File: config.mk
export PLATFORM = sky130hd
export DESIGN_NAME = sobel_loop_pipe_ctrl
export DESIGN_NICKNAME = d
export VERILOG_FILES = /design/src/rtl/sobel_loop_pipe_ctrl.sv
export SDC_FILE = /design/constraint.sdc
export NUM_CORES = 1
export LEC_CHECK = 0
export CAP_MARGIN = 10
export CORE_MARGIN = 4
export CORE_UTILIZATION = 45
export CTS_BUF_LIST = sky130_fd_sc_hd__clkbuf_4
export CTS_CLUSTER_SIZE = 40
export DETAILED_ROUTE_END_ITERATION = 12
export PLACE_DENSITY = 0.71
export SYNTH_ARGS = -nofsm -noshare
export SYNTH_HDL_FRONTEND = slang
export SYNTH_SLANG_ARGS = --single-unit
File: constraint.sdc
create_clock -name ap_clk -period 3 [get_ports ap_clk]
set_input_delay 0.6 -clock ap_clk [delete_from_list [all_inputs] [get_ports ap_clk]]
set_output_delay 0.6 -clock ap_clk [all_outputs]
set_load 0.05 [all_outputs]
File: src/rtl/sobel_loop_pipe_ctrl.sv
// ============================================================================
// Module      : sobel_loop_pipe_ctrl
// Description : ap_ctrl_chain responder for one flattened, pipelined 2-D loop;
//               issues (row,col) iterations, tracks stages and drains.
// Revision    : 1.0 - initial release
// ============================================================================
`default_nettype none

module sobel_loop_pipe_ctrl #(
    parameter int ROWS_W = 11,
    parameter int COLS_W = 11,
    parameter int DEPTH  = 10
) (
    input  logic                       ap_clk,
    input  logic                       ap_rst_n,
    input  logic                       ap_start,
    input  logic                       ap_continue,
    input  logic [ROWS_W-1:0]          num_rows,
    input  logic [COLS_W-1:0]          num_cols,
    input  logic                       stall,
    output logic                       ap_ready,
    output logic                       ap_done,
    output logic                       ap_idle,
    output logic                       iter_issue,
    output logic [ROWS_W-1:0]          iter_row,
    output logic [COLS_W-1:0]          iter_col,
    output logic                       iter_last,
    output logic                       iter_retire,
    output logic [ROWS_W+COLS_W-1:0]   retire_cnt,
    output logic [1:0]                 cur_state,
    output logic [DEPTH-1:0]           en_vec
);

    localparam int CNT_W = ROWS_W + COLS_W;

    typedef enum logic [1:0] {
        S_IDLE  = 2'd0,
        S_RUN   = 2'd1,
        S_FLUSH = 2'd2,
        S_DONE  = 2'd3
    } state_t;

    state_t              state_q,      state_d;
    logic [DEPTH-1:0]    en_vec_q,     en_vec_d;
    logic [ROWS_W-1:0]   row_q,        row_d;
    logic [COLS_W-1:0]   col_q,        col_d;
    logic [ROWS_W-1:0]   nr_q,         nr_d;
    logic [COLS_W-1:0]   nc_q,         nc_d;
    logic [CNT_W-1:0]    retire_cnt_q, retire_cnt_d;

    logic w_accept;
    logic w_zero_trip;
    logic w_row_last;
    logic w_col_last;
    logic w_at_last;
    logic w_issue_go;
    logic w_flush_empty;
    logic w_retire;
    logic w_advance;

    always_comb begin
        w_accept      = (state_q == S_IDLE) && ap_start && !stall;
        w_zero_trip   = (num_rows == '0) || (num_cols == '0);
        w_row_last    = (row_q == (nr_q - 1'b1));
        w_col_last    = (col_q == (nc_q - 1'b1));
        w_at_last     = w_row_last && w_col_last;
        w_issue_go    = (state_q == S_RUN) && en_vec_q[0] && !stall;
        w_flush_empty = en_vec_q[DEPTH-1] && (en_vec_q[DEPTH-2:0] == '0);
        w_retire      = en_vec_q[DEPTH-1] && !stall;
        // DONE waits only on ap_continue, so the stage register keeps moving there.
        w_advance     = !stall || (state_q == S_DONE);
    end

    always_comb begin
        state_d      = state_q;
        en_vec_d     = en_vec_q;
        row_d        = row_q;
        col_d        = col_q;
        nr_d         = nr_q;
        nc_d         = nc_q;
        retire_cnt_d = retire_cnt_q;
        ap_ready     = 1'b0;

        case (state_q)
            S_IDLE: begin
                if (w_accept) begin
                    if (w_zero_trip) begin
                        state_d  = S_DONE;
                        ap_ready = 1'b1;
                    end else begin
                        state_d  = S_RUN;
                    end
                end
            end
            S_RUN: begin
                if (w_issue_go && w_at_last) begin
                    state_d  = S_FLUSH;
                    ap_ready = 1'b1;
                end
            end
            S_FLUSH: begin
                if (w_flush_empty && !stall) begin
                    state_d = S_DONE;
                end
            end
            S_DONE: begin
                if (ap_continue) begin
                    state_d = S_IDLE;
                end
            end
            default: begin
                state_d = S_IDLE;
            end
        endcase

        if (w_accept) begin
            nr_d         = num_rows;
            nc_d         = num_cols;
            row_d        = '0;
            col_d        = '0;
            retire_cnt_d = '0;
        end else begin
            // Indices stop on the last iteration rather than wrapping past it.
            if (w_issue_go && !w_at_last) begin
                if (w_col_last) begin
                    col_d = '0;
                    row_d = row_q + 1'b1;
                end else begin
                    col_d = col_q + 1'b1;
                end
            end
            if (w_retire && !(&retire_cnt_q)) begin
                retire_cnt_d = retire_cnt_q + 1'b1;
            end
        end

        if (w_advance) begin
            en_vec_d = {en_vec_q[DEPTH-2:0], (state_d == S_RUN)};
        end
    end

    always_ff @(posedge ap_clk or negedge ap_rst_n) begin
        if (!ap_rst_n) begin
            state_q      <= S_IDLE;
            en_vec_q     <= '0;
            row_q        <= '0;
            col_q        <= '0;
            nr_q         <= '0;
            nc_q         <= '0;
            retire_cnt_q <= '0;
        end else begin
            state_q      <= state_d;
            en_vec_q     <= en_vec_d;
            row_q        <= row_d;
            col_q        <= col_d;
            nr_q         <= nr_d;
            nc_q         <= nc_d;
            retire_cnt_q <= retire_cnt_d;
        end
    end

    always_comb begin
        ap_done     = (state_q == S_DONE);
        ap_idle     = (state_q == S_IDLE);
        iter_issue  = en_vec_q[0];
        iter_row    = row_q;
        iter_col    = col_q;
        iter_last   = en_vec_q[0] && w_at_last;
        iter_retire = w_retire;
        retire_cnt  = retire_cnt_q;
        cur_state   = state_q;
        en_vec      = en_vec_q;
    end

endmodule

`default_nettype wire

==> Word level (Yosys, flattened, before mapping) <==
Index checks and enable logic that the tools add are counted.
{ "classes": {"n_addsub": 5, "eq_ne": 6, "muxes": 18, "reduce_logical": 26} }
{ "ops": {"columns": ["operator", "n"], "rows": [
  ["11-bit 2-to-1 mux", 6],
  ["22-bit 2-to-1 mux", 2],
  ["11-bit by 1-bit adder with 11-bit output (second input constant)", 2],
  ["22-bit by 1-bit adder with 22-bit output (second input constant)", 1],
  ["11-bit equality test", 2],
  ["11-bit zero test", 2],
  ["22-bit AND reduction", 1],
  ["11-bit by 1-bit subtractor with 11-bit output (second input constant)", 2],
  ["1-bit logical AND", 12],
  ["2-bit 2-to-1 mux", 5],
  ["9-bit zero test", 1],
  ["2-bit case mux with 4 select lines", 1],
  ["2-bit nonzero test", 3],
  ["2-bit by 1-bit equality test with 1-bit output (second input constant)", 2],
  ["2-bit equality test (second input constant)", 2],
  ["1-bit zero test", 3],
  ["1-bit 2-to-1 mux", 3],
  ["2-bit zero test", 1],
  ["1-bit logical OR", 2],
  ["1-bit case mux with 2 select lines", 1],
  ["2-bit AND reduction", 1]
]} }
{ "totals": {"reg_bits": 78, "input_bits": 27, "output_inout_bits": 62, "word_cells": 62} }

==> Logic depth before layout (Yosys ltp) <==
{ "logic_depth": {"depth_word": 7, "mapped_depth": 12} }

==> Worst setup path before layout <==
OpenSTA, ideal clock, no wires.
{ "synth_timing": {"path_type": "flip-flop to output port", "start": "reg nc_q[0]", "end": "out iter_last", "arrival_ns": 2.431, "setup_slack_ns": -0.031, "path_stages_with_launch": 10, "n_path_buf": 0, "cell_sequence": "dfrtp_1 -> inv_1 -> ha_1 -> or4b_4 -> nor3b_2 -> xnor2_1 -> nor4_4 -> nand3_1 -> nor2_1 -> and2_1"} }
{ "synth_via": {"elab_chain_cells": 4} }
{ "synth_lines": {"columns": ["element", "line_no", "text"], "rows": [
  ["start: declaration", "48", "logic [COLS_W-1:0] nc_q, nc_d;"],
  ["start signal: assignment", "157", "nc_q <= nc_d;"],
  ["11-bit by 1-bit subtractor with 11-bit output", "65", "w_col_last = (col_q == (nc_q - 1'b1));"],
  ["11-bit equality test", "65", null],
  ["1-bit logical AND", "66", "w_at_last = w_row_last && w_col_last;"],
  ["1-bit logical AND", "168", "iter_last = en_vec_q[0] && w_at_last;"],
  ["end: declaration", "27", "output logic iter_last,"]
]} }
Every way passes these cells.

==> Worst setup path after layout <==
{ "layout_timing": {"start": "reg nc_q[5]", "end": "out ap_ready"} }
{ "layout_via": {"elab_chain_cells": 6} }
{ "layout_lines": {"columns": ["element", "line_no", "text"], "rows": [
  ["11-bit by 1-bit subtractor with 11-bit output", "65", null],
  ["11-bit equality test", "65", null],
  ["1-bit logical AND", "66", null],
  ["1-bit logical AND", "96", "if (w_issue_go && w_at_last) begin"],
  ["1-bit 2-to-1 mux", "96", null],
  ["1-bit case mux with 2 select lines", "84", "case (state_q)"],
  ["end: declaration", "21", "output logic ap_ready,"]
]} }
Every way passes these cells.

==> reports/results.md <==
- dfrtp_1, nand2_1, xnor2_1 — synth top area cells
- 0 — Hold Vio Cnt, Final
- 0.467 — initial cell density of the core
- 0.120 — layout cells sized above 1
- 0 — Post-CTS Hold Buffers
- dfrtp_1 — prevailing post-synth register cell
- 869 — fill count
- 5 — drt first pass iters
- 0.175 — clock network fraction of total power
- 0.204 — all-layer global routing usage
- 521 — Mapped Nets
- 2 — maximum buffer depth of the clock tree
- 620 — total number of nets in the final design
- 1.10 — final cycle utilization of the critical path
- 3906 — routed via count
- 0.446 — fraction of the yosys area taken by sequential cells
- setup timing — violations in the final reports
- 3923 — via count of the first global-routing pass
- 0 — post-route ant nets
- 35 — placement row count
- 0.556 mV — highest ir drop seen on vdd
- 0.910 — weighted congestion at the end of routability-driven global placement
- 30.0% — Syn-to-layout area delta
- 0.404 — fraction of power consumed by sequential logic
- 0.341 — worst rel slew slack
- 2.40 ns — worst path required time
- 0.00234 mm2 — area occupied by multi-input gates
- 15.6 um — Wirelength per Cell
- 0.0114 mm2 — die area
- 78 — flop and latch count out of synthesis
- 0.00937 mm2 — CORE AREA
- 0 — antenna violations before repair
- 0.00195 mm2 — Storage cell area
- 0 — # DRC
- 304 MHz — Achievable Freq
- 0.446 — area share of the largest cell type after synthesis
- 7900 um — detailed-placement wirelength estimate
- 0.423 — switching power as a share of total power
- 0.319 ns — worst hold margin
- 0.00438 mm2 — total standard cell area after synthesis
- output port — Worst Setup End Kind
- 9 — total CTS buffers
- dfrtp_1 — cell type with the largest total area after synthesis
- 0.44 ns — clock latency reported for the late side of the worst-skew pair
- reg -> out — Setup CP Type
- 0.988 ns — worst slew pin tran
- 0.14 ns — clock-pin slew on the worst setup and hold paths
- clkbuf_4 — clock root cell
- 636 mW/mm2 — Pwr Density
- 18800 um — first-pass GRT wire length
- 0 — number of violations of the max-capacitance limit
- 11200 um — final WL
- 2.69 ns — Worst EP arrival
- 0 — number of max-slew violations in the final report
- 2 — final setup vio count
- in -> async — Tightest Hold Check Type
- 56 — post-synth cell types
- 7 — peak fanout along the critical path
- 0 — count of warnings emitted by yosys
- 150 — initial DRC count
- finished with violations — status
- yes — unrepaired setup endpoints after global routing
- 1530 uW — power dissipated by switching net loads
- 107 um — die boundary height
- 0.00240 uW — leakage power
- 1.00 — share of flip-flops with an asynchronous set or reset
- 489 — Cells after Synth
- 0.0195 ns — Clock Skew
- 3 — count of H-tree levels built during CTS
- 0 — EDFF count, synth
- 0.607 — Finished Core Util
- 3620 uW — total power
- 5.42 — via count normalized by instance count
- 8.95 um2 — Post-Syn Area per Cell
- 78 — sink count of the clock tree
- 9 — length in cells of the worst reg-to-reg path
- 0 — grt ovf
- 0 — n_diodes
- flop — CP startpoint kind
- 2090 uW — Internal Pwr Total
- 89 — Ports
- 0.0335 ns — Setup Slack @ Placement
- -0.287 ns — fin worst setup slack
- yes — CTS tree
- 3.29 ns — min Tclk post-route
- 79 — pin count of the biggest net entering global routing
- 107 um — die span in x
- 0.421 — Logic pwr share
- 88 — # port buffers
==> cell usage in the layout (no fill, tap or decap), drive strengths merged, types with 13 or more instances in the layout <==
master	netlist	layout
a21oi	22	22
dfrtp	78	78
o21ai	16	16
inv	15	15
or3	13	13
xor2	25	25
nand3	21	21
clkdlybuf4s50	0	84
nor2	40	40
nand2	89	89
buf	5	25
xnor2	26	26
==> kinds of logic (layout without fill, tap and decap cells) <==
logic type | after synthesis | after routing | synth area share
AO/OA/AOI/OAI | 74 | 74 | 0.108
buffers and inverters | 36 | 139 | 0.0337
multiplexers | 9 | 9 | 0.0232
XOR/XNOR | 51 | 51 | 0.102
flip-flops | 78 | 78 | 0.446
adder cells (fa/ha/maj) | 5 | 5 | 0.0143
AND/OR/NAND/NOR | 236 | 236 | 0.273
==> power groups by stage <==
stage,clock network (uW),registers (uW),logic [uW]
final,633,1460,1520
after global routing,692,1490,1640
after CTS,657,1460,1530
after detailed placement,0,1470,1490
after global placement,0,1470,1450
after floorplan,0,1820,649
==> cell type report <==
cell class	instances	area share
Tap cell	129	0.0284
Clock buffer	9	0.0119
Sequential cell	78	0.343
Clock inverter	6	0.0112
Multi-Input combinational cell	375	0.411
Inverter	15	0.00989
Timing Repair Buffer	109	0.185
==> flip-flops by register name, indices dropped and copies added (netlist names) <==
name,count
cur_state,2
nr_q,11
iter_row,11
iter_col,11
en_vec,10
retire_cnt,22
nc_q,11
==> layer usage <==
metal | vias up | routed length [um] | GRT usage
met2 | 125 | 5340 | 0.326
met3 | 22 | 616 | 0.0548
met1 | 1860 | 5040 | 0.270
met4 | 0 | 223 | 0.0694
met5 | - | 0 | 0
li1 | 1899 | - | -
==> stage by stage <==
| step | TNS, ns | cell area, um2 | std cells |
|---|---|---|---|
| after detailed placement | 0 | 5480 | 702 |
| final | -0.567 | 5690 | 721 |
| after global placement | 0 | 5480 | 702 |
| after global routing | -0.877 | 5690 | 721 |
| after floorplan | 0 | 4380 | 489 |
| after CTS | -0.564 | 5690 | 721 |
==> worst max-delay path, stage by stage, from the launching register on <==
cell and delay [ns]:
dfrtp_1 0.50, nor4_1 0.54, nor3b_4 0.32, xnor2_2 0.11, nor4_4 0.18, nand3_2 0.14
nor2_4 0.15, a21oi_2 0.10, inv_2 0.08, buf_12 0.13
==> synthesized netlist by cell type, types with 3 or more instances <==
library cell and number:
a211oi_1 3, a21o_1 8, a21oi_1 22, a31oi_1 4
and2_1 5, clkbuf_1 16, dfrtp_1 78, ha_1 5
inv_1 15, mux2_2 9, nand2_1 89, nand2b_1 7
nand3_1 20, nand4_1 10, nor2_1 40, nor2b_1 3
nor3_1 12, nor3b_1 3, nor4_1 11, o21ai_0 16
o31ai_1 3, or2_2 3, or3_1 13, or4_1 5
xnor2_1 26, xor2_1 25
==> repair_timing <==
action / in CTS / in global routing
cloned: 0 / 0
endpoints found under the setup margin: 2 / 2
pin swaps: 5 / 0
resized for setup: 13 / 0
setup buffers: 4 / 0
==> final timing paths <==
kind,startpoint,to,slack (ns)
max in group asynchronous,ap_rst_n,iter_row[9],2.05
max reg2reg,nc_q[5],iter_row[6],0.16
max,nc_q[5],ap_ready,-0.29
min,ap_rst_n,iter_col[4],0.32
min reg2reg,nr_q[10],nr_q[10],0.52
min in group ap_clk,nr_q[10],nr_q[10],0.52
Power figures use the tool's default switching activity.
